`config.mk`:
```
export PLATFORM = sky130hd
export DESIGN_NAME = nlprg_next_state
export DESIGN_NICKNAME = d
export VERILOG_FILES = /design/src/rtl/nlprg_pkg.sv /design/src/rtl/nlprg_next_state.sv
export SDC_FILE = /design/constraint.sdc
export NUM_CORES = 1
export LEC_CHECK = 0
export CORE_AREA = 8 8 45 47
export DETAILED_ROUTE_END_ITERATION = 8
export DIE_AREA = 0 0 53 55
export DONT_BUFFER_PORTS = 1
export GPL_ROUTABILITY_DRIVEN = 1
export SYNTH_ARGS = -nofsm -noshare
export SYNTH_HDL_FRONTEND = slang
export SYNTH_SLANG_ARGS = --single-unit
```
`constraint.sdc`:
```
create_clock -name vclk -period 1.56
set_input_delay 0.468 -clock vclk [all_inputs]
set_output_delay 0.468 -clock vclk [all_outputs]
set_load 0.01 [all_outputs]
```
`src/rtl/nlprg_pkg.sv`:
```
// Shared definitions for the 16-bit nonlinear pattern generator and its checker.
// Holds the word width, the full sequence period, the checker state encoding
// and the generator next-state function.
package nlprg_pkg;

  localparam int NLPRG_W      = 16;
  localparam int NLPRG_PERIOD = 65536;

  typedef enum logic [1:0] {
    SEED    = 2'd0,
    ACQUIRE = 2'd1,
    LOCKED  = 2'd2
  } nlprg_state_e;

  // Shift of w[14:5] into the top, nonlinear taps into the low six bits.
  // The Z term splices the all-zero-high state into the cycle so the
  // sequence covers every 16-bit value.
  function automatic logic [NLPRG_W-1:0] nlprg_next(input logic [NLPRG_W-1:0] w);
    logic [NLPRG_W-1:0] n;
    logic               z;
    z        = (&w[3:0]) & ~(|w[15:5]);
    n[15:6]  = w[14:5];
    n[0]     = ~(w[14] ^ w[15] ^ w[5]);
    n[1]     = w[12] ^ w[13] ^ w[0];
    n[2]     = w[10] ^ w[11] ^ w[1];
    n[3]     = w[8]  ^ w[9]  ^ w[2];
    n[4]     = w[6]  ^ w[7]  ^ w[3];
    n[5]     = ~(w[7] ^ w[4]) ^ z;
    return n;
  endfunction

endpackage

```
`src/rtl/nlprg_next_state.sv`:
```
// Combinational generator next-state function.
// Latency: zero cycles (pure combinational).
// Backpressure: none; output follows input.
module nlprg_next_state
  import nlprg_pkg::*;
(
  input  logic [NLPRG_W-1:0] w_i,
  output logic [NLPRG_W-1:0] n_o
);

  assign n_o = nlprg_next(w_i);

endmodule

```
# Word-level counts from Yosys, hierarchy flattened
# Index checks and enable logic that the tools add are counted.
dict set report word_totals {
  register_bits 0
}
dict set report op_classes {
  n_bitwise 16
  n_reduce_logical 2
}
# cell n
set ops {}
lappend ops {{bitwise XOR 1 bit} 12}
lappend ops {{OR reduction 11 bit} 1}
lappend ops {{AND reduction 4 bit} 1}
lappend ops {{NOT 1 bit} 3}
lappend ops {{bitwise AND 1 bit} 1}

# Logic depth before layout (Yosys ltp)
# Gate-level depths: netlist of run 1.
dict set report logic_depth {
  ltp_word 4
  ltp_mapped 3
  ltp_nobuf 3
}

# Worst setup path before layout of run 1
# Ideal clock, no wire load.
dict set report synth_path {
  kind {input to output}
  from {input port w_i[9]}
  to {output port n_o[5]}
  t_arrival_ps 1102
  t_required_ps 1092
  setup_slack_ps -10
  stages 3
  path_buffers 0
  cell_sequence {nor4b_2 nand4_1 xnor2_1}
}
dict set report synth_via {
  elab_chain_cells 4
}
# element line_no
set synth_lines {}
lappend synth_lines {{from (decl)} nlprg_next_state.sv:7} ;# input logic [NLPRG_W-1:0] w_i,
lappend synth_lines {{OR reduction 11 bit} nlprg_pkg.sv:21} ;# z = (&w[3:0]) & ~(|w[15:5]);
lappend synth_lines {{NOT 1 bit} nlprg_pkg.sv:21}
lappend synth_lines {{bitwise AND 1 bit} nlprg_pkg.sv:21}
lappend synth_lines {{bitwise XOR 1 bit} nlprg_pkg.sv:28} ;# n[5] = ~(w[7] ^ w[4]) ^ z;
lappend synth_lines {{to (decl)} nlprg_next_state.sv:8} ;# output logic [NLPRG_W-1:0] n_o
# Every way passes these cells.

# Worst setup path in the final report of run 1
# Same ends and word-level chain as after synthesis.

==> results of run 1 <==
-- cell families (layout without fill, tap and decap cells) --
kind of cell / count (synthesis) / in the layout / share of synthesized area (%)
xor gates and xnor gates: 12 / 12 / 45.9
buffers and inverters: 10 / 0 / 32.8
and+or+nand+nor: 5 / 5 / 21.3
-- worst min path at each step --
stage	start	to	slack, ns	cells after the start
final	w_i[7]	n_o[8]	0.94	0
after global routing	w_i[14]	n_o[15]	0.94	0
after CTS	w_i[10]	n_o[11]	0.94	0
after detailed placement	w_i[9]	n_o[10]	0.94	0
after global placement	w_i[9]	n_o[10]	0.94	0
after floorplan	w_i[5]	n_o[0]	1.02	1
-- synth_stat cells, drive strengths merged --
cell	number
buf	10
xnor2	11
xor2	1
nand4	1
and4b	1
nor3	1
nor4	1
nor4b	1
-- layout by cell type (no fill, tap or decap) --
master	instances
xor2_1	1
xnor2_1	10
nor4_2	1
xnor2_2	1
nor3_1	1
nor4b_4	1
and4b_1	1
nand4_1	1
-- final cells by class --
cell class         instances  area, sq um
multi-input cells         17          170
fillers                  166         1190
well taps                 16         20.0
-- through the flow --
step                TNS, ns  total power (uW)  setup slack (ns)
CTS                 -0.0420              60.3           -0.0420
global route        -0.0865              62.7           -0.0865
floorplan                 0              79.7            0.0257
detailed placement  -0.0596              59.0           -0.0596
finish              -0.0121              58.3           -0.0121
global placement    -0.0586              58.9           -0.0586
-- per-layer routing --
metal  global-route usage [%]  vias to the layer above
li1                         -                       60
met1                     3.77                       66
met2                     6.45                       17
met3                     2.67                        0
met4                        0                        0
met5                        0                        -
-- report_power, final --
group	switching [uW]	total (uW)	internal, uW
Combinational	28.8	58.3	29.5
Sequential	0	0	0
Clock	0	0	0
-- timing repair --
action,4_1_cts,5_1_grt
endpoints found under the setup margin,1,1
hold buffers,0,0
gates resized for setup,1,0
==> flow_summary.toml, run 1 <==
[die]
die_area_sq_mm = 0.00292
core_sq_mm = 0.00138
die_h_um = 55
placementRows = 14
start_util_pct = 16.5
ios = 32
die_w_um = 53

[setup_path]
cpLargestDelayFamily = "simple AND/OR/NAND/NOR gates"
path_cells = "nor4b_4 > nand4_1 > xnor2_2"
crit_slowest_cell = "nor4b_4"
worst-setup-path-type = "in -> out"
critPathCaptureType = "primary output"
critPathMaxFanout = 3
path_depth = 3
crit_arrival_ns = 1.10
endpoint = "n_o[5]"
crit_buf_inv = 0
critPathLaunchType = "primary input"
crit_path_start = "w_i[9]"
critPathMaxStageDelay_ns = 0.25
required_ns = 1.09

[logic_synthesis]
synth_area_sq_um = 229
synth_cell_type_count = 8
yosysSeqAreaShare_pct = 0
syn_avg_cell_area_sq_um = 8.48
ys_top_cells_by_area = "xnor2_1 (42%), buf_4 (33%), nor4b_2 (6.6%), nor4_2 (5.5%), and4b_1 (4.4%)"
synthCells = 27
netlist.top_cell.by_area = "xnor2_1"
yosysWarnings = 0
yosysTopAreaCellShare_pct = 42.1
syn_nets = 43

[cells_and_area]
layout.nets = 35
area_growth_pct = -16.9
stdcell_area_sq_um = 190
nClkBuffers = 0
seq_cells = 0
drive_gt1_share_pct = 17.6
utilization_pct = 13.7
seq_area_sq_um = 0
diodes = 0
fin_cells = 33

[drt]
vias_per_cell = 4.33
wl_met1_um = 167
wl_met3_um = 148
post-route-drc-count = 0
wl_met2_um = 306
first_pass_iters = 2
top_layer = "met3"
routedWlPerCell_um = 18.8
wirelength_um = 621
via_count = 143
final_antenna_net_count = 0
drt-initial-drc-count = 2

[global_route]
antenna_found_initial = 0
grt_pass1_vias = 159
grt_max_degree = 5
grt_usage_pct = 3.71
grt_pass1_wl_um = 869
gr-total-overflow = 0

[placed_design]
dp_cells = 33
place.gp.congestion = 0.567
portBuffers = 0
place_area_sq_um = 181

[sta]
maxSlewHeadroom_pct = 79.1
clock.fmax_ghz = 0.636
hold_viol = 0
finalSetupViolCount = 1
fin_crit_ns = 1.57
finalWorstSetupSlack_ns = -0.0121
hold_slack_ns = 0.936
min_period_over_period_pct = 101
rsz0062_at_grt = "yes"
worst_slew_pin_slew_ns = 0.311
drv_slew = 0

[flow_run]
maxCapViolations = 0

[outcome]
failed_checks = "setup timing"
status = "finished with violations"

[pwr]
power-per-cell-area_mw_per_mm2 = 306
peakVddDrop_v = 0.0000430
p_leak_uw = 0.0000500

[clock_network]
postCtsSetupRepairBufs = 0

[worst_hold_path]
hold_class = "in -> out"
(Power assumes the default switching activity.)
==> inputs of run 2 (changes only) <==
==> constraint.sdc (replaced) <==
create_clock -name vclk -period 1.3
set_input_delay 0.39 -clock vclk [all_inputs]
set_output_delay 0.39 -clock vclk [all_outputs]
set_load 0.01 [all_outputs]
==> run 2 against run 1 <==
Compared with the run above: the flow still finishes with violations (setup timing); non-clock buffer count unchanged; critical path type unchanged; die area unchanged; hold slack worse by 0.16 ns; critical endpoint unchanged; critical path depth unchanged; worst setup slack worse by 0.11 ns; cell count unchanged; clock-buffer cell count unchanged; first-iteration DRC count down 100%; utilization up 0.36 points; combinational power up 21%; total power up 21%; via count down 10%.
==> flow_summary.toml, run 2 (synthesis results as in run 1) <==
[setup_path]
critPathLaunchType = "primary input"
worst-setup-path-type = "in -> out"
crit_arrival_ns = 1.03
critPathCaptureType = "primary output"
critPathMaxFanout = 3
required_ns = 0.91

[drt]
routedWlPerCell_um = 18.3
wirelength_um = 605
post-route-drc-count = 0
vias_per_cell = 3.88
drt-initial-drc-count = 0
via_count = 128
final_antenna_net_count = 0
first_pass_iters = 1

[die]
die_w_um = 53
die_area_sq_mm = 0.00292
start_util_pct = 16.5
core_sq_mm = 0.00138
placementRows = 14
ios = 32
die_h_um = 55

[global_route]
gr-total-overflow = 0
grt_max_degree = 5
antenna_found_initial = 0
grt_usage_pct = 3.60
grt_pass1_wl_um = 814
grt_pass1_vias = 147

[placed_design]
place.gp.congestion = 0.551
place_area_sq_um = 190
preCtsSetupSlack_ns = -0.133
portBuffers = 0

[sta]
clock.fmax_ghz = 0.704
worst_slew_pin_slew_ns = 0.293
rsz0062_at_grt = "yes"
min_period_over_period_pct = 109
hold_viol = 0
drv_slew = 0
finalSetupViolCount = 1
fin_crit_ns = 1.42
maxSlewHeadroom_pct = 80.3
finalWorstSetupSlack_ns = -0.121

[pwr]
peakVddDrop_v = 0.0000592
power-per-cell-area_mw_per_mm2 = 360
power_uw = 70.3
p_leak_uw = 0.0000510

[outcome]
failed_checks = "setup timing"
status = "finished with violations"

[worst_hold_path]
min_from = "w_i[14]"
hold_depth = 0
hold_class = "in -> out"
whs_endpoint = "n_o[15]"

[cells_and_area]
diodes = 0
layout.nets = 35
fillCellCount = 155
final_common_cell = "xnor2_1"
area_growth_pct = -14.8
nClkBuffers = 0
stdcell_area_sq_um = 195
seq_area_sq_um = 0
seq_cells = 0
multiInputGateArea_sq_um = 175
drive_gt1_share_pct = 23.5

[flow_run]
maxCapViolations = 0
## run 2: cell count changes in the layout (fill, tap and decap cells not counted)
cell,delta
nor3_1,-1
nor3_2,+1
## run 2: where the power goes
group	total (uW)	internal, uW	switching, uW
sequential	0	0	0
combinational	70.3	35.7	34.6
clock	0	0	0
total	70.3	35.7	34.6
## run 2: worst max path at each step
stage / from / slack (ns) / cells past startpoint / end
after global placement: w_i[9] / -0.14 / 3 / n_o[5]
final: w_i[9] / -0.12 / 3 / n_o[5]
after global routing: w_i[9] / -0.15 / 3 / n_o[5]
after detailed placement: w_i[9] / -0.13 / 3 / n_o[5]
after CTS: w_i[9] / -0.13 / 3 / n_o[5]
after floorplan: w_i[9] / -0.08 / 3 / n_o[5]
## run 2: through the flow
step	TNS [ns]	hold slack [ns]	std cells	util, %
global route	-0.147	0.780	33	14.1
floorplan	-0.0755	0.868	27	-
global placement	-0.140	0.780	33	13.7
finish	-0.121	0.780	33	14.1
detailed placement	-0.133	0.780	33	13.7
CTS	-0.133	0.780	33	13.7
## run 2: area by class of cell
type                            count  area share, %
Multi-Input combinational cell     17           89.7
Tap cell                           16           10.3
## run 2: repair_timing
item,CTS,global route
setup endpoints to repair,1,1
hold buffers,0,0
buffers inserted,0,0
pin swaps,0,0
resized for setup,0,1
## run 2: critical path, stage by stage
cell,delay [ns]
nor4b_4,0.24
nand4_1,0.18
xnor2_2,0.22
## run 2: metal layers
layer | track usage, % | routed length, um | vias up
met5 | 0 | 0 | -
met4 | 0 | 0 | 0
met3 | 2.67 | 164 | 0
met2 | 6.64 | 304 | 15
met1 | 3.32 | 137 | 53
li1 | - | - | 60
==> inputs of run 3 (changes only) <==
--- a/config.mk
+++ b/config.mk
@@ -10,6 +10,7 @@
 export DIE_AREA = 0 0 53 55
 export DONT_BUFFER_PORTS = 1
 export GPL_ROUTABILITY_DRIVEN = 1
+export SKIP_LAST_GASP = 1
 export SYNTH_ARGS = -nofsm -noshare
 export SYNTH_HDL_FRONTEND = slang
 export SYNTH_SLANG_ARGS = --single-unit
==> run 3 against run 2 <==
Compared with the run above: the flow still finishes with violations (setup timing); global-route usage unchanged; via count is the same; flip-flop and latch count did not move; critical path depth stayed put; non-clock buffer count is the same; cell count did not move; sequential share of layout area is the same.
==> flow_summary.toml, run 3 (synthesis results as in run 1) <==
[sta]
clock.fmax_ghz = 0.704
drv_slew = 0
hold_slack_ns = 0.780
maxSlewHeadroom_pct = 80.3
finalWorstSetupSlack_ns = -0.121
finalSetupViolCount = 1
hold_viol = 0
worst_slew_pin_slew_ns = 0.293
rsz0062_at_grt = "yes"
fin_crit_ns = 1.42
min_period_over_period_pct = 109

[drt]
wirelength_um = 604
vias_per_cell = 3.88
drt-initial-drc-count = 0
via_count = 128
routedWlPerCell_um = 18.3
post-route-drc-count = 0
final_antenna_net_count = 0
first_pass_iters = 1

[pwr]
power-per-cell-area_mw_per_mm2 = 368
peakVddDrop_v = 0.0000592
p_leak_uw = 0.0000500

[setup_path]
path_cells = "nor4b_4 > nand4_1 > xnor2_2"
critPathCaptureType = "primary output"
crit_arrival_ns = 1.03
crit_slowest_cell = "nor4b_4"
critPathLaunchType = "primary input"
worst-setup-path-type = "in -> out"
critPathMaxFanout = 3
required_ns = 0.91
critPathMaxStageDelay_ns = 0.24

[die]
die_area_sq_mm = 0.00292
core_sq_mm = 0.00138
placementRows = 14
die_w_um = 53
start_util_pct = 16.5
die_h_um = 55
ios = 32

[global_route]
antenna_found_initial = 0
gr-total-overflow = 0
grt_pass1_vias = 147
grt_max_degree = 5
grt_usage_pct = 3.60
grt_pass1_wl_um = 814

[cells_and_area]
stdcell_area_sq_um = 190
fin_cells = 33
final_common_cell = "xnor2_1"
diodes = 0
layout.nets = 35
nClkBuffers = 0
seq_cells = 0
seq_area_sq_um = 0
utilization_pct = 13.7
drive_gt1_share_pct = 17.6
area_growth_pct = -16.9

[worst_hold_path]
hold_class = "in -> out"

[outcome]
failed_checks = "setup timing"
status = "finished with violations"

[placed_design]
place.gp.congestion = 0.551
place_area_sq_um = 190
dp_cells = 33
portBuffers = 0

[flow_run]
maxCapViolations = 0

[clock_network]
cts.repair.resized = 0
## run 3: changes by cell type in the layout (fill, tap and decap cells not counted)
cell | before | now
nor3_1 | 0 | 1
nor3_2 | 1 | 0
## run 3: worst max-delay path, delay by kind of cell
| kind | cells | cell delay, ns |
|---|---|---|
| and+or+nand+nor | 2 | 0.42 |
| xor gates and xnor gates | 1 | 0.22 |
## run 3: layout make-up
type               instances  area (sq um)
fillers                  155          1190
multi-input cells         17           170
well taps                 16          20.0
## run 3: worst paths after layout
check | cells after the start | start | slack, ns | end
min | 0 | w_i[14] | 0.78 | n_o[15]
max | 3 | w_i[9] | -0.12 | n_o[5]
## run 3: repair_timing
action	CTS	global route
hold buffers	0	0
buffers inserted	0	0
setup endpoints to repair	1	1
gates cloned	0	0
pin swaps	0	0
## run 3: per-layer routing
metal  share of wire [%]  GRT usage, %
met1                  23          3.32
met4                   0             0
met3                  27          2.67
met2                  50          6.64
met5                   0             0
## run 3: power by group
| part | internal [uW] | leakage [uW] | switching, uW |
|---|---|---|---|
| Sequential | 0 | 0 | 0 |
| Clock | 0 | 0 | 0 |
| Combinational | 35.4 | 0.0000500 | 34.7 |
| Total | 35.4 | 0.0000500 | 34.7 |
## run 3: stage by stage
stage                     setup slack (ns)  total power (uW)  TNS (ns)
final                               -0.121              70.0    -0.121
after global routing                -0.165              74.9    -0.165
after CTS                           -0.133              72.3    -0.133
after detailed placement            -0.133              72.0    -0.133
after global placement              -0.140              72.6    -0.140
after floorplan                    -0.0755              97.0   -0.0755
